`src/rtl/marb_pkg.sv`:
```
// Shared constants for the round-robin multiplier arbiter.
// The optional timeout path (MARB_TIMEOUT_EN) takes its default limit from here.
package marb_pkg;

    typedef logic [1:0] marb_state_t;

    localparam int MARB_N       = 4;
    localparam int MARB_W       = 32;
    localparam int MARB_TIMEOUT = 128;

    localparam marb_state_t ST_IDLE  = 2'b00;
    localparam marb_state_t ST_START = 2'b01;
    localparam marb_state_t ST_DONE  = 2'b10;

    function automatic int idxWidth(input int n);
        return (n > 1) ? $clog2(n) : 1;
    endfunction

endpackage

```
`src/rtl/marb_rr_pick.sv`:
```
// Combinational round-robin selector: first set request at or after the pointer,
// wrapping modulo N.
module marb_rr_pick
    import marb_pkg::*;
#(
    parameter int N  = MARB_N,
    parameter int IW = idxWidth(MARB_N)
) (
    input  logic [N-1:0]  req_i,
    input  logic [IW-1:0] rr_ptr_i,
    output logic [N-1:0]  pick_o,
    output logic [IW-1:0] index_o,
    output logic          any_o
);

    always_comb begin
        logic          found;
        logic [IW-1:0] slot;
        found   = 1'b0;
        slot    = '0;
        pick_o  = '0;
        index_o = '0;
        for (int k = 0; k < N; k++) begin
            slot = IW'((int'(rr_ptr_i) + k) % N);
            if (!found && req_i[slot]) begin
                found        = 1'b1;
                pick_o[slot] = 1'b1;
                index_o      = slot;
            end
        end
        any_o = found;
    end

endmodule

```
`src/rtl/mul_arbiter.sv`:
```
// Shares one sequential multiplier among N requesters with round-robin arbitration.
// Define MARB_TIMEOUT_EN to abort a stuck multiplication after TIMEOUT START cycles.
module mul_arbiter
    import marb_pkg::*;
#(
    parameter int N = MARB_N,
    parameter int W = MARB_W
`ifdef MARB_TIMEOUT_EN
    ,
    parameter int TIMEOUT = MARB_TIMEOUT
`endif
) (
    input  logic             clk,
    input  logic             reset_n,
    input  logic [N-1:0]     req,
    input  logic [N*W-1:0]   req_a,
    input  logic [N*W-1:0]   req_b,
    output logic [N-1:0]     gnt,
    output logic [N-1:0]     rsp_valid,
    output logic [2*W-1:0]   rsp_result,
    output logic             rsp_err,
    output logic             busy,
    output logic [W-1:0]     mul_multiplicand,
    output logic [W-1:0]     mul_multiplier,
    output logic             mul_op_start,
    output logic             mul_op_clear,
    input  logic [2*W-1:0]   mul_result,
    input  logic             mul_op_done
);

    localparam int IW = idxWidth(N);
    localparam logic [N-1:0] ONE_HOT_0 = {{(N-1){1'b0}}, 1'b1};

    marb_state_t    state_q, state_d;
    logic [IW-1:0]  rr_ptr_q, rr_ptr_d;
    logic [IW-1:0]  owner_q, owner_d;
    logic [W-1:0]   a_q, a_d;
    logic [W-1:0]   b_q, b_d;
    logic           start_q, start_d;
    logic           clear_q, clear_d;
    logic [N-1:0]   valid_q, valid_d;
    logic [2*W-1:0] result_q, result_d;

    logic [N-1:0]   pick;
    logic [IW-1:0]  pickIdx;
    logic           pickAny;

`ifdef MARB_TIMEOUT_EN
    localparam int CW = $clog2(TIMEOUT + 1);
    logic [CW-1:0]  cnt_q, cnt_d;
    logic           err_q, err_d;
`endif

    marb_rr_pick #(
        .N  (N),
        .IW (IW)
    ) u_pick (
        .req_i    (req),
        .rr_ptr_i (rr_ptr_q),
        .pick_o   (pick),
        .index_o  (pickIdx),
        .any_o    (pickAny)
    );

    always_comb begin
        state_d  = state_q;
        rr_ptr_d = rr_ptr_q;
        owner_d  = owner_q;
        a_d      = a_q;
        b_d      = b_q;
        start_d  = start_q;
        clear_d  = clear_q;
        valid_d  = valid_q;
        result_d = result_q;
`ifdef MARB_TIMEOUT_EN
        cnt_d    = cnt_q;
        err_d    = err_q;
`endif
        case (state_q)
            ST_IDLE: begin
                if (pickAny) begin
                    a_d      = req_a[int'(pickIdx)*W +: W];
                    b_d      = req_b[int'(pickIdx)*W +: W];
                    owner_d  = pickIdx;
                    start_d  = 1'b1;
                    state_d  = ST_START;
`ifdef MARB_TIMEOUT_EN
                    cnt_d    = '0;
`endif
                end
            end
            ST_START: begin
                if (mul_op_done) begin
                    result_d = mul_result;
                    valid_d  = ONE_HOT_0 << owner_q;
                    start_d  = 1'b0;
                    clear_d  = 1'b1;
                    state_d  = ST_DONE;
`ifdef MARB_TIMEOUT_EN
                    err_d    = 1'b0;
`endif
                end
`ifdef MARB_TIMEOUT_EN
                // A stuck multiplier still gets a clear pulse so it can accept the next job.
                else if (cnt_q == CW'(TIMEOUT - 1)) begin
                    result_d = '0;
                    valid_d  = ONE_HOT_0 << owner_q;
                    start_d  = 1'b0;
                    clear_d  = 1'b1;
                    err_d    = 1'b1;
                    state_d  = ST_DONE;
                end else begin
                    cnt_d    = cnt_q + 1'b1;
                end
`endif
            end
            ST_DONE: begin
                valid_d  = '0;
                clear_d  = 1'b0;
                rr_ptr_d = IW'((int'(owner_q) + 1) % N);
                state_d  = ST_IDLE;
            end
            default: begin
                state_d  = ST_IDLE;
                start_d  = 1'b0;
                clear_d  = 1'b0;
                valid_d  = '0;
            end
        endcase
    end

    always_ff @(posedge clk) begin
        if (!reset_n) begin
            state_q  <= ST_IDLE;
            rr_ptr_q <= '0;
            owner_q  <= '0;
            a_q      <= '0;
            b_q      <= '0;
            start_q  <= 1'b0;
            clear_q  <= 1'b0;
            valid_q  <= '0;
            result_q <= '0;
`ifdef MARB_TIMEOUT_EN
            cnt_q    <= '0;
            err_q    <= 1'b0;
`endif
        end else begin
            state_q  <= state_d;
            rr_ptr_q <= rr_ptr_d;
            owner_q  <= owner_d;
            a_q      <= a_d;
            b_q      <= b_d;
            start_q  <= start_d;
            clear_q  <= clear_d;
            valid_q  <= valid_d;
            result_q <= result_d;
`ifdef MARB_TIMEOUT_EN
            cnt_q    <= cnt_d;
            err_q    <= err_d;
`endif
        end
    end

    assign gnt              = (state_q == ST_IDLE) ? pick : '0;
    assign rsp_valid        = valid_q;
    assign rsp_result       = result_q;
    assign busy             = (state_q == ST_START) || (state_q == ST_DONE);
    assign mul_multiplicand = a_q;
    assign mul_multiplier   = b_q;
    assign mul_op_start     = start_q;
    assign mul_op_clear     = clear_q;
`ifdef MARB_TIMEOUT_EN
    assign rsp_err          = err_q;
`else
    assign rsp_err          = 1'b0;
`endif

endmodule

```
`config.mk`:
```
export PLATFORM = sky130hd
export DESIGN_NAME = mul_arbiter
export DESIGN_NICKNAME = d
export VERILOG_FILES = /design/src/rtl/marb_pkg.sv /design/src/rtl/marb_rr_pick.sv /design/src/rtl/mul_arbiter.sv
export SDC_FILE = /design/constraint.sdc
export NUM_CORES = 1
export LEC_CHECK = 0
export BUFFER_PORTS_ARGS = -buffer_cell sky130_fd_sc_hd__buf_2
export CAP_MARGIN = 20
export CORE_AREA = 2 2 182 184
export DETAILED_ROUTE_END_ITERATION = 7
export DIE_AREA = 0 0 184 186
export GPL_TIMING_DRIVEN = 1
export SLEW_MARGIN = 25
export SYNTH_ARGS = -nofsm -noshare
export SYNTH_HDL_FRONTEND = slang
export SYNTH_HIERARCHICAL = 1
export SYNTH_SLANG_ARGS = --single-unit
```
`constraint.sdc`:
```
create_clock -name clk -period 3.3 [get_ports clk]
set_input_delay 0.66 -clock clk [delete_from_list [all_inputs] [get_ports clk]]
set_output_delay 0.66 -clock clk [all_outputs]
set_load 0.01 [all_outputs]
```
==> results.md, run 1 <==
* Outcome: finished, final reports clean
* Post-synth ARST share at 0
* Row Count at 66
* Synth top cells by count: 140 x dfxtp_1, 133 x nand2_1, 132 x mux2i_1
* Final setup viols at 0
* Vias in the first global route at around 6800
* Vias/cell at between 4 and 5
* Period minus WS final at roughly 3.2 ns
* Yosys reg bits at 140
* Slew margin rel. at 0.491
* Total Power at between 0.006 and 0.007 W
* Chip Height at 186 um
* CP max FO at 13
* Maximum level of the CTS H-tree at 4
* Layout Nets at ~1600
* Die ar. at approximately 34000 um2
* Post-synth top area share at 0.402
* Max-cap viol count at 0
* # IOs at approximately 470
* Post-route ant nets at 0
* Post-synthesis sequential area ratio at 0.402
* Largest net degree at the start of global routing at 51
* Mean Syn Cell Area at approximately 9.2 um2
* Dpl hpwl at just under 20000 um
* Hold WS at 0.449 ns
* R2R depth at 8
* Syn Inst Count at roughly 760
* Worst vdd ir at around 0.32 mV
* Crit path setup slack, layout at roughly 0.12 ns
* Startpoint types: register
* Slew Viols, Final at 0
* GR Layer Usage met2 at 0.235
* Via count at between 7000 and 8000
* FILL cells at roughly 3400
* CTS tree: done
* Total track usage at 0.138
* Dpl ws at 0.139 ns
* EDFF count, synth at 0
* Critical path arrival at between 2 and 3 ns
* PortBufs at approximately 470
* RR Startpoint: rr_ptr_q[0]
* Final worst-path cycle share at 0.963
* Core area at 32200 um2
* Met3 usage at 0.0491
* DR DRC count at 0
* Area of the multi-input gates at around 3800 um2
* Final Hold Viols at 0
* Synth area leaders: dfxtp_1 40%, mux2i_1 19%, nand2_1 7.2%
* R2R Setup Slk at ~0.3 ns
* Syn nets at roughly 1100
* Worst Skew at between 0.009 and 0.01 ns
* Yosys warnings at 6
* Synth Cell Area at approximately 7000 um2
* Power density over cell area at between 600 and 700 nW/um2
* Drt total wl at between 20000 and 30000 um
* Worst slew pin tran at about 0.76 ns
* GRT overflow at 0
* Hold Path End: mul_multiplicand[11]
* DP Cell Count at around 1600
* Drt first pass iters at 4
* Most used routing layer: met2
* Die Span X at ~180 um
* Hold path startpoint: mul_multiplicand[11]
* LEAKAGE at between 5 and 6 nW
* First-pass GRT wire length at around 36000 um
* CP Capture Type: output pin
* Initial antenna violation count at 4
* Root Driver: clkbuf_16
* Routing usage on met1 at 0.157
* Cell taking the most area after synthesis: dfxtp_1
* Setup Crit Path Kind: reg2out
* Top FF cell, synth: dfxtp_1
* Sink Count at 140
* Worst-Skew Late Latency at between 0.4 and 0.5 ns
* Initial drt markers at 187
* Clock tree buffer depth at 2
* Share of layout cells above drive strength 1 at 0.448
* CTS clk-pin slew, worst paths at about 0.07 ns
* Most frequent cell after synthesis: dfxtp_1
* Data required, critical path at around 2.6 ns
* Total CTS buffers at 17
* Reg area at about 2800 um2
* Synth unique cells at 39
* Worst Hold Depth at 1
* Initial Utilization at 0.216
* Gpl congestion at between 0.8 and 0.9
* Setup_tns at 0 ns
* Min-Delay Path Class: reg2reg
* FF-to-FF End: mul_multiplier[2]
* FMAX at roughly 310 MHz
* Non-filler cells, final at ~1600
* Layout area overhead at 49.7%
* Routed WL per cell at ~16 um
critical path: stages, from the launching register on:
cell     delay, ns
dfxtp_1       0.34
buf_6         0.19
mux4_1        0.65
nor4b_4       0.17
buf_4         0.15
a22oi_1       0.15
o21ai_0       0.13
and2_1        0.16
buf_2         0.13
final cells by class:
type / instances / share of cell area
diodes: 3 / 0.000720
clock buffers: 18 / 0.0421
clock inverters: 14 / 0.0175
inverters: 9 / 0.00324
multi-input cells: 542 / 0.361
flip-flops and latches: 140 / 0.269
well taps: 408 / 0.0489
repair buffers: 501 / 0.258
cell usage in the layout, fill, tap and decap left out, types with 2 or more instances in the layout:
cell,netlist,layout
nor3_1,3,3
dfxtp_1,140,139
nor2_1,6,6
inv_6,0,4
clkinvlp_4,0,2
nand3_1,7,7
clkinv_4,0,3
o221ai_1,2,2
a22oi_1,8,8
buf_12,0,7
and2_1,5,4
nand2b_1,4,4
a2bb2oi_1,54,54
ha_1,13,12
buf_4,18,28
o21ai_1,53,53
nor2b_1,3,3
buf_2,21,465
a21o_1,10,10
o21ai_0,11,11
o22ai_1,9,9
mux4_2,2,3
inv_1,9,8
mux2i_1,132,132
clkbuf_16,0,17
a21oi_1,72,72
nand2_1,133,132
bufinv_16,0,3
diode_2,0,3
power by group:
part	switching [W]	total (W)	internal [W]
sequential	0.000171	0.00219	0.00202
clock	0.000834	0.00206	0.00123
combinational	0.00128	0.00243	0.00116
total	0.00229	0.00669	0.00440
per-stage QoR:
step	cell area, um2	utilization
after detailed placement	9740	0.302
after global placement	9740	0.302
after global routing	10400	0.324
final	10400	0.324
after CTS	10400	0.322
after floorplan	6970	-
kinds of logic after synthesis:
logic type,Yosys count,synth area share
compound gates,225,0.203
fa+ha+maj,13,0.0233
buf+inv,73,0.0646
flops,140,0.402
mux,137,0.205
other cells,1,0.000538
simple gates,166,0.101
worst max-delay path by stage:
stage                     start                    to  slack [ns]  depth (start not counted)
global route        rr_ptr_q[0]                gnt[3]       -0.03                          8
detailed placement       req[0]     mul_multiplier[8]        0.14                         10
floorplan           rr_ptr_q[0]  mul_multiplicand[11]        0.53                         13
global placement         req[0]     mul_multiplier[9]        0.16                         10
finish              rr_ptr_q[0]                gnt[3]        0.12                          8
CTS                 rr_ptr_q[0]                gnt[0]        0.03                          8
routing by layer:
layer	vias to the layer above	wire, um
li1	3625	-
met4	0	609
met2	313	12400
met1	3341	10400
met3	26	2240
met5	-	0
flip-flops by register name, indices dropped and copies added, names as in the netlist:
name              cells
rsp_result           64
mul_multiplicand     32
mul_multiplier       32
rsp_valid             4
owner_q               2
rr_ptr_q              2
state_q               2
mul_op_clear          1
mul_op_start          1
repair_timing:
item / in CTS / in global routing
hold buffers: 0 / 0
hold endpoints to repair: 0 / 0
gates cloned: 0 / 0
buffers inserted: 0 / 7
resized for setup: 2 / 3
setup endpoints to repair: 4 / 4
Power figures use the tool's default switching activity.
==> run 2: changes to the inputs <==
--- a/config.mk
+++ b/config.mk
@@ -11,6 +11,7 @@
 export DETAILED_ROUTE_END_ITERATION = 7
 export DIE_AREA = 0 0 184 186
 export GPL_TIMING_DRIVEN = 1
+export PLACE_DENSITY = 0.46
 export SLEW_MARGIN = 25
 export SYNTH_ARGS = -nofsm -noshare
 export SYNTH_HDL_FRONTEND = slang
==> run 2 against run 1 <==
- global-route usage increased by 1.5 points
- sequential cell count unchanged
- first-iteration DRC count increased by 0.53%
- wire length increased by 10%
- final area decreased by 0.74%
- clock-buffer cell count increased by 2
- non-clock buffer count decreased by 5
- via count about the same
- largest cell class unchanged
- largest power group unchanged
- highest routed layer unchanged
==> results.md, run 2 (same netlist as run 1, synthesis figures left out) <==
* Cts hold-fix bufs at 0
* Non-filler cells, final at between 1500 and 2000
* Power density over cell area at approximately 650 nW/um2
* Chip Height at ~190 um
* Hold Path End: mul_multiplier[31]
* CTS clk-pin slew, worst paths at 0.06 ns
* Final worst-path cycle share at 0.959
* Hold path startpoint: mul_multiplier[31]
* Share of layout cells above drive strength 1 at 0.445
* Row Count at between 60 and 70
* Switch share at 0.343
* First-pass GRT wire length at 39400 um
* Vias/cell at approximately 4.5
* Area of the multi-input gates at approximately 3800 um2
* Initial drt markers at around 190
* Sw power at approximately 0.0023 W
* FF-to-FF End: mul_multiplicand[24]
* Die Span X at approximately 180 um
* Unrepaired setup endpoints after global routing: false
* GRT overflow at 0
* Layout area overhead at 48.6%
* Initial antenna violation count at 1
* Internal Power at about 0.0044 W
* Maximum level of the CTS H-tree at 4
* Data required, critical path at roughly 2.6 ns
* Critical path arrival at 2.50 ns
* Most frequent cells in the layout: 465 x buf_2, 139 x dfxtp_1, 132 x nand2_1, 132 x mux2i_1, 72 x a21oi_1
* Layout Nets at 1546
* Post-route ant nets at 0
* Area after DPL at a little under 10000 um2
* CP Capture Type: output pin
* Worst vdd ir at between 0.4 and 0.5 mV
* Drt first pass iters at 4
* Util after Layout at 0.321
* CTS tree: done
* Root Driver: clkbuf_16
* Outcome: finished, final reports clean
* Worst Hold Depth at 1
* Slew margin rel. at 0.469
* Final setup viols at 0
* Clock power frac at 0.310
* Reg power frac at 0.326
* R2R depth at 10
* Die ar. at roughly 34000 um2
* Core area at between 30000 and 40000 um2
* Post-route cell area at between 10000 and 15000 um2
* LEAKAGE at between 4 and 5 nW
* Period minus WS final at 3.16 ns
* R2R Setup Slk at 0.34 ns
* Routed WL per cell at 17.4 um
* FMAX at ~320 MHz
* Setup Crit Path Kind: reg2out
* Worst-Skew Late Latency at 0.44 ns
* Max reg flops at 64
* DR DRC count at 0
* Slew Viols, Final at 0
* DP Cell Count at 1590
* Min-Delay Path Class: reg2reg
* # IOs at between 400 and 500
* Worst slew pin tran at ~0.8 ns
* Total track usage at 0.153
* Worst Skew at 0.00878 ns
* Gpl congestion at about 0.78
* Final Hold Viols at 0
* Via count at between 7000 and 8000
* Drt total wl at around 28000 um
* Initial Utilization at 0.216
* Startpoint types: register
* Sink Count at between 100 and 150
* Part of the power in combinational logic at 0.364
* Max-cap viol count at 0
* Vias in the first global route at 6918
* Total Power at ~0.0067 W
* Clock tree buffer depth at 2
* CP max FO at 6
* Total CTS buffers at 17
* PortBufs at 465
* FILL cells at roughly 3500
* Dpl hpwl at roughly 22000 um
* RR Startpoint: rr_ptr_q[0]
* Largest net degree at the start of global routing at 75
* Most common cell after layout, fill and taps aside: buf_2
* Reg area at about 2800 um2
[run 2: changes by cell type in the layout (fill, tap and decap cells not counted), moves of 2 or more]
cell / change
clkinvlp_4: +3
inv_6: -3
clkinv_4: -2
clkbuf_8: +2
buf_12: -3
diode_2: -2
[run 2: timing repair]
action                                  CTS  global route
gates resized for setup                   1             4
setup buffers                             3             2
endpoints found under the setup margin    4             4
pin swaps                                 1             2
[run 2: worst max-delay path, cell delays in order, from the launching register on]
cell	delay, ns
dfxtp_4	0.37
buf_4	0.14
mux4_2	0.51
buf_4	0.17
nor4b_4	0.38
a22oi_1	0.10
o21ai_0	0.12
and2_1	0.15
buf_2	0.13
[run 2: worst max-delay path by stage]
stage | end | from | cells past startpoint
after floorplan | mul_multiplicand[11] | rr_ptr_q[0] | 13
after global placement | mul_multiplier[0] | req[0] | 10
after detailed placement | mul_multiplier[0] | req[0] | 10
after CTS | gnt[1] | rr_ptr_q[1] | 8
after global routing | gnt[2] | rr_ptr_q[1] | 8
final | gnt[3] | rr_ptr_q[1] | 8
[run 2: metrics by stage]
step	setup WS (ns)	hold WS, ns	TNS (ns)
final	0.137	0.444	0
after CTS	0.00948	0.421	0
after global placement	-0.0333	0.430	-0.0333
after floorplan	0.526	0.469	0
after detailed placement	-0.0825	0.434	-0.0825
after global routing	0.00322	0.438	0
[run 2: power groups by stage]
stage                     clock, W  combinational [W]  sequential [W]
after global placement           0            0.00245         0.00221
after CTS                  0.00215            0.00247         0.00219
after global routing       0.00221            0.00265         0.00222
after detailed placement         0            0.00246         0.00222
after floorplan                  0            0.00142         0.00236
final                      0.00208            0.00243         0.00218
[run 2: metal layers]
metal	up-vias	track usage	wire, um	share of wire
met2	334	0.271	13900	0.49
met5	-	0	0	0
met3	29	0.0607	2660	0.094
met1	3342	0.167	11300	0.40
li1	3601	-	-	-
met4	0	0.0490	428	0.015
[run 2: final cells by class]
| type | instances | area share |
|---|---|---|
| timing repair buffer | 496 | 0.252 |
| clock buffer | 20 | 0.0451 |
| sequential | 140 | 0.271 |
| multi-input combinational | 542 | 0.363 |
| clock inverter | 12 | 0.0156 |
| antenna | 1 | 0.000242 |
| inverter | 9 | 0.00326 |
| tap | 408 | 0.0493 |
==> run 3: changes to the inputs <==
--- a/config.mk
+++ b/config.mk
@@ -11,7 +11,7 @@
 export DETAILED_ROUTE_END_ITERATION = 7
 export DIE_AREA = 0 0 184 186
 export GPL_TIMING_DRIVEN = 1
-export PLACE_DENSITY = 0.46
+export PLACE_DENSITY = 0.51
 export SLEW_MARGIN = 25
 export SYNTH_ARGS = -nofsm -noshare
 export SYNTH_HDL_FRONTEND = slang
==> constraint.sdc (replaced) <==
create_clock -name clk -period 3.3 [get_ports clk]
set_input_delay 0.66 -clock clk [delete_from_list [all_inputs] [get_ports clk]]
set_output_delay 0.66 -clock clk [all_outputs]
set_load 0.1 [all_outputs]
==> run 3 against run 2 <==
- wire length grew 1.1%
- clock-buffer cell count decreased by 1
- worst setup slack improved by 0.017 ns
- clock power decreased by 9.6%
- combinational power is 95% higher
- power up 32%
- highest routed layer is now met5
==> results.md, run 3 (same netlist as run 1, synthesis figures left out) <==
* FMAX at 318 MHz
* Total CTS buffers at 17
* # IOs at approximately 470
* Initial antenna violation count at 7
* FF-to-FF End: mul_multiplier[15]
* Crit path setup slack, layout at between 0.15 and 0.2 ns
* CTS tree: done
* Slew margin rel. at 0.545
* Die ar. at about 34000 um2
* R2R Setup Slk at around 0.33 ns
* Worst setup startpoint: rr_ptr_q[0]
* Gpl congestion at ~0.77
* Share of layout cells above drive strength 1 at 0.451
* Initial Utilization at 0.216
* GRT overflow at 0
* Post-route ant nets at 0
* Drt first pass iters at 4
* Min-Delay Path Class: reg2reg
* Most frequent cells in the layout: 461 x buf_2, 138 x dfxtp_1, 132 x nand2_1, 132 x mux2i_1, 72 x a21oi_1
* Vias in the first global route at between 7000 and 8000
* Most common cell after layout, fill and taps aside: buf_2
* CP Capture Type: output pin
* Startpoint types: register
* Dpl hpwl at ~22000 um
* Final Hold Viols at 0
* Data required, critical path at 2.64 ns
* Worst-Skew Late Latency at between 0.4 and 0.5 ns
* Core area at around 32000 um2
* Hold Path End: mul_multiplicand[5]
* Outcome: finished, final reports clean
* Maximum level of the CTS H-tree at 4
* Sink Count at 140
* FILL cells at ~3500
* Setup_tns at 0 ns
* Root Driver: clkbuf_16
* Final setup viols at 0
* Worst Hold Depth at 1
* Total track usage at 0.158
* Initial drt markers at around 230
* Largest net degree at the start of global routing at 63
* Layout Nets at around 1600
* Routed WL per cell at about 17 um
* Slew Viols, Final at 0
* Setup Crit Path Kind: reg2out
* Chip Height at between 150 and 200 um
* RR Startpoint: rr_ptr_q[0]
* Drt total wl at 28600 um
* DR DRC count at 0
* Period minus WS final at ~3.1 ns
* Max-cap viol count at 0
* Final worst-path cycle share at 0.953
* Dpl ws at approximately 0.037 ns
* Reg area at ~2800 um2
* First-pass GRT wire length at between 40000 and 50000 um
* LEAKAGE at between 5 and 6 nW
* Die Span X at around 180 um
* Worst Skew at ~0.0070 ns
* CTS clk-pin slew, worst paths at 0.06 ns
* Clock tree buffer depth at 2
* PortBufs at roughly 470
* Area of the multi-input gates at 3760 um2
* CP max FO at 8
* Layout area overhead at 49.8%
* Via count at around 7400
* Max reg flops at between 60 and 70
* Worst slew pin tran at between 0.6 and 0.7 ns
* Row Count at 66
* Power density over cell area at between 800 and 900 nW/um2
* Critical path arrival at between 2 and 2.5 ns
* Vias/cell at between 4 and 5
* R2R depth at 8
* Hold path startpoint: mul_multiplicand[5]
* Worst vdd ir at slightly below 0.4 mV
## run 3: cell types whose count changed in the layout (fill, tap and decap cells not counted), moves of 2 or more
cell	delta
buf_12	+5
buf_2	-4
buf_4	+8
clkbuf_1	+2
clkbuf_8	-3
clkinv_2	+2
clkinv_4	+2
clkinvlp_4	-2
dfxtp_2	+2
diode_2	+3
inv_1	-2
inv_2	+2
## run 3: per-stage QoR
stage | total power (W) | cell area [um2] | cells | util | hold slack, ns
floorplan | 0.00599 | 6970 | 755 | - | 0.469
global placement | 0.00696 | 9800 | 1597 | 0.304 | 0.432
detailed placement | 0.00699 | 9800 | 1597 | 0.304 | 0.434
CTS | 0.00893 | 10400 | 1628 | 0.322 | 0.423
global route | 0.00925 | 10400 | 1636 | 0.324 | 0.432
finish | 0.00882 | 10400 | 1639 | 0.324 | 0.444
## run 3: where the power goes
group,internal (W),switching (W)
combinational,0.00120,0.00355
sequential,0.00202,0.000169
clock,0.00110,0.000781
## run 3: worst max-delay path, cell delays in order, from the launching register on
cell	delay (ns)
dfxtp_2	0.35
buf_6	0.14
mux4_2	0.57
nor4b_4	0.32
buf_4	0.17
a22oi_1	0.06
o21ai_0	0.08
and2_1	0.19
buf_12	0.18
## run 3: final cells by class
cell class | count | area share
multi-input cells | 542 | 0.361
flip-flops and latches | 140 | 0.269
repair buffers | 506 | 0.264
well taps | 408 | 0.0489
clock buffers | 19 | 0.0415
clock inverters | 11 | 0.0119
inverters | 9 | 0.00324
diodes | 4 | 0.000959
## run 3: worst max path at each step
stage / endpoint / slack (ns) / cells past startpoint
6_report: gnt[1] / 0.15 / 8
5_1_grt: gnt[2] / -0.002 / 8
4_1_cts: gnt[0] / 0.01 / 8
3_5_place_dp: mul_multiplier[7] / 0.04 / 8
3_3_place_gp: mul_multiplier[3] / 0.06 / 7
2_1_floorplan: gnt[0] / 0.006 / 9
## run 3: routing by layer
metal	wire length (um)	track usage	vias up
li1	-	-	3629
met1	11000	0.173	3413
met2	14300	0.273	313
met3	2680	0.0657	31
met4	616	0.0614	6
met5	37	0	-
## run 3: timing repair
| action | CTS | global route |
|---|---|---|
| cloned | 0 | 0 |
| resized for setup | 0 | 9 |
| hold buffers | 0 | 0 |
| endpoints found under the setup margin | 4 | 4 |
| setup buffers | 1 | 7 |
| pin swaps | 0 | 2 |
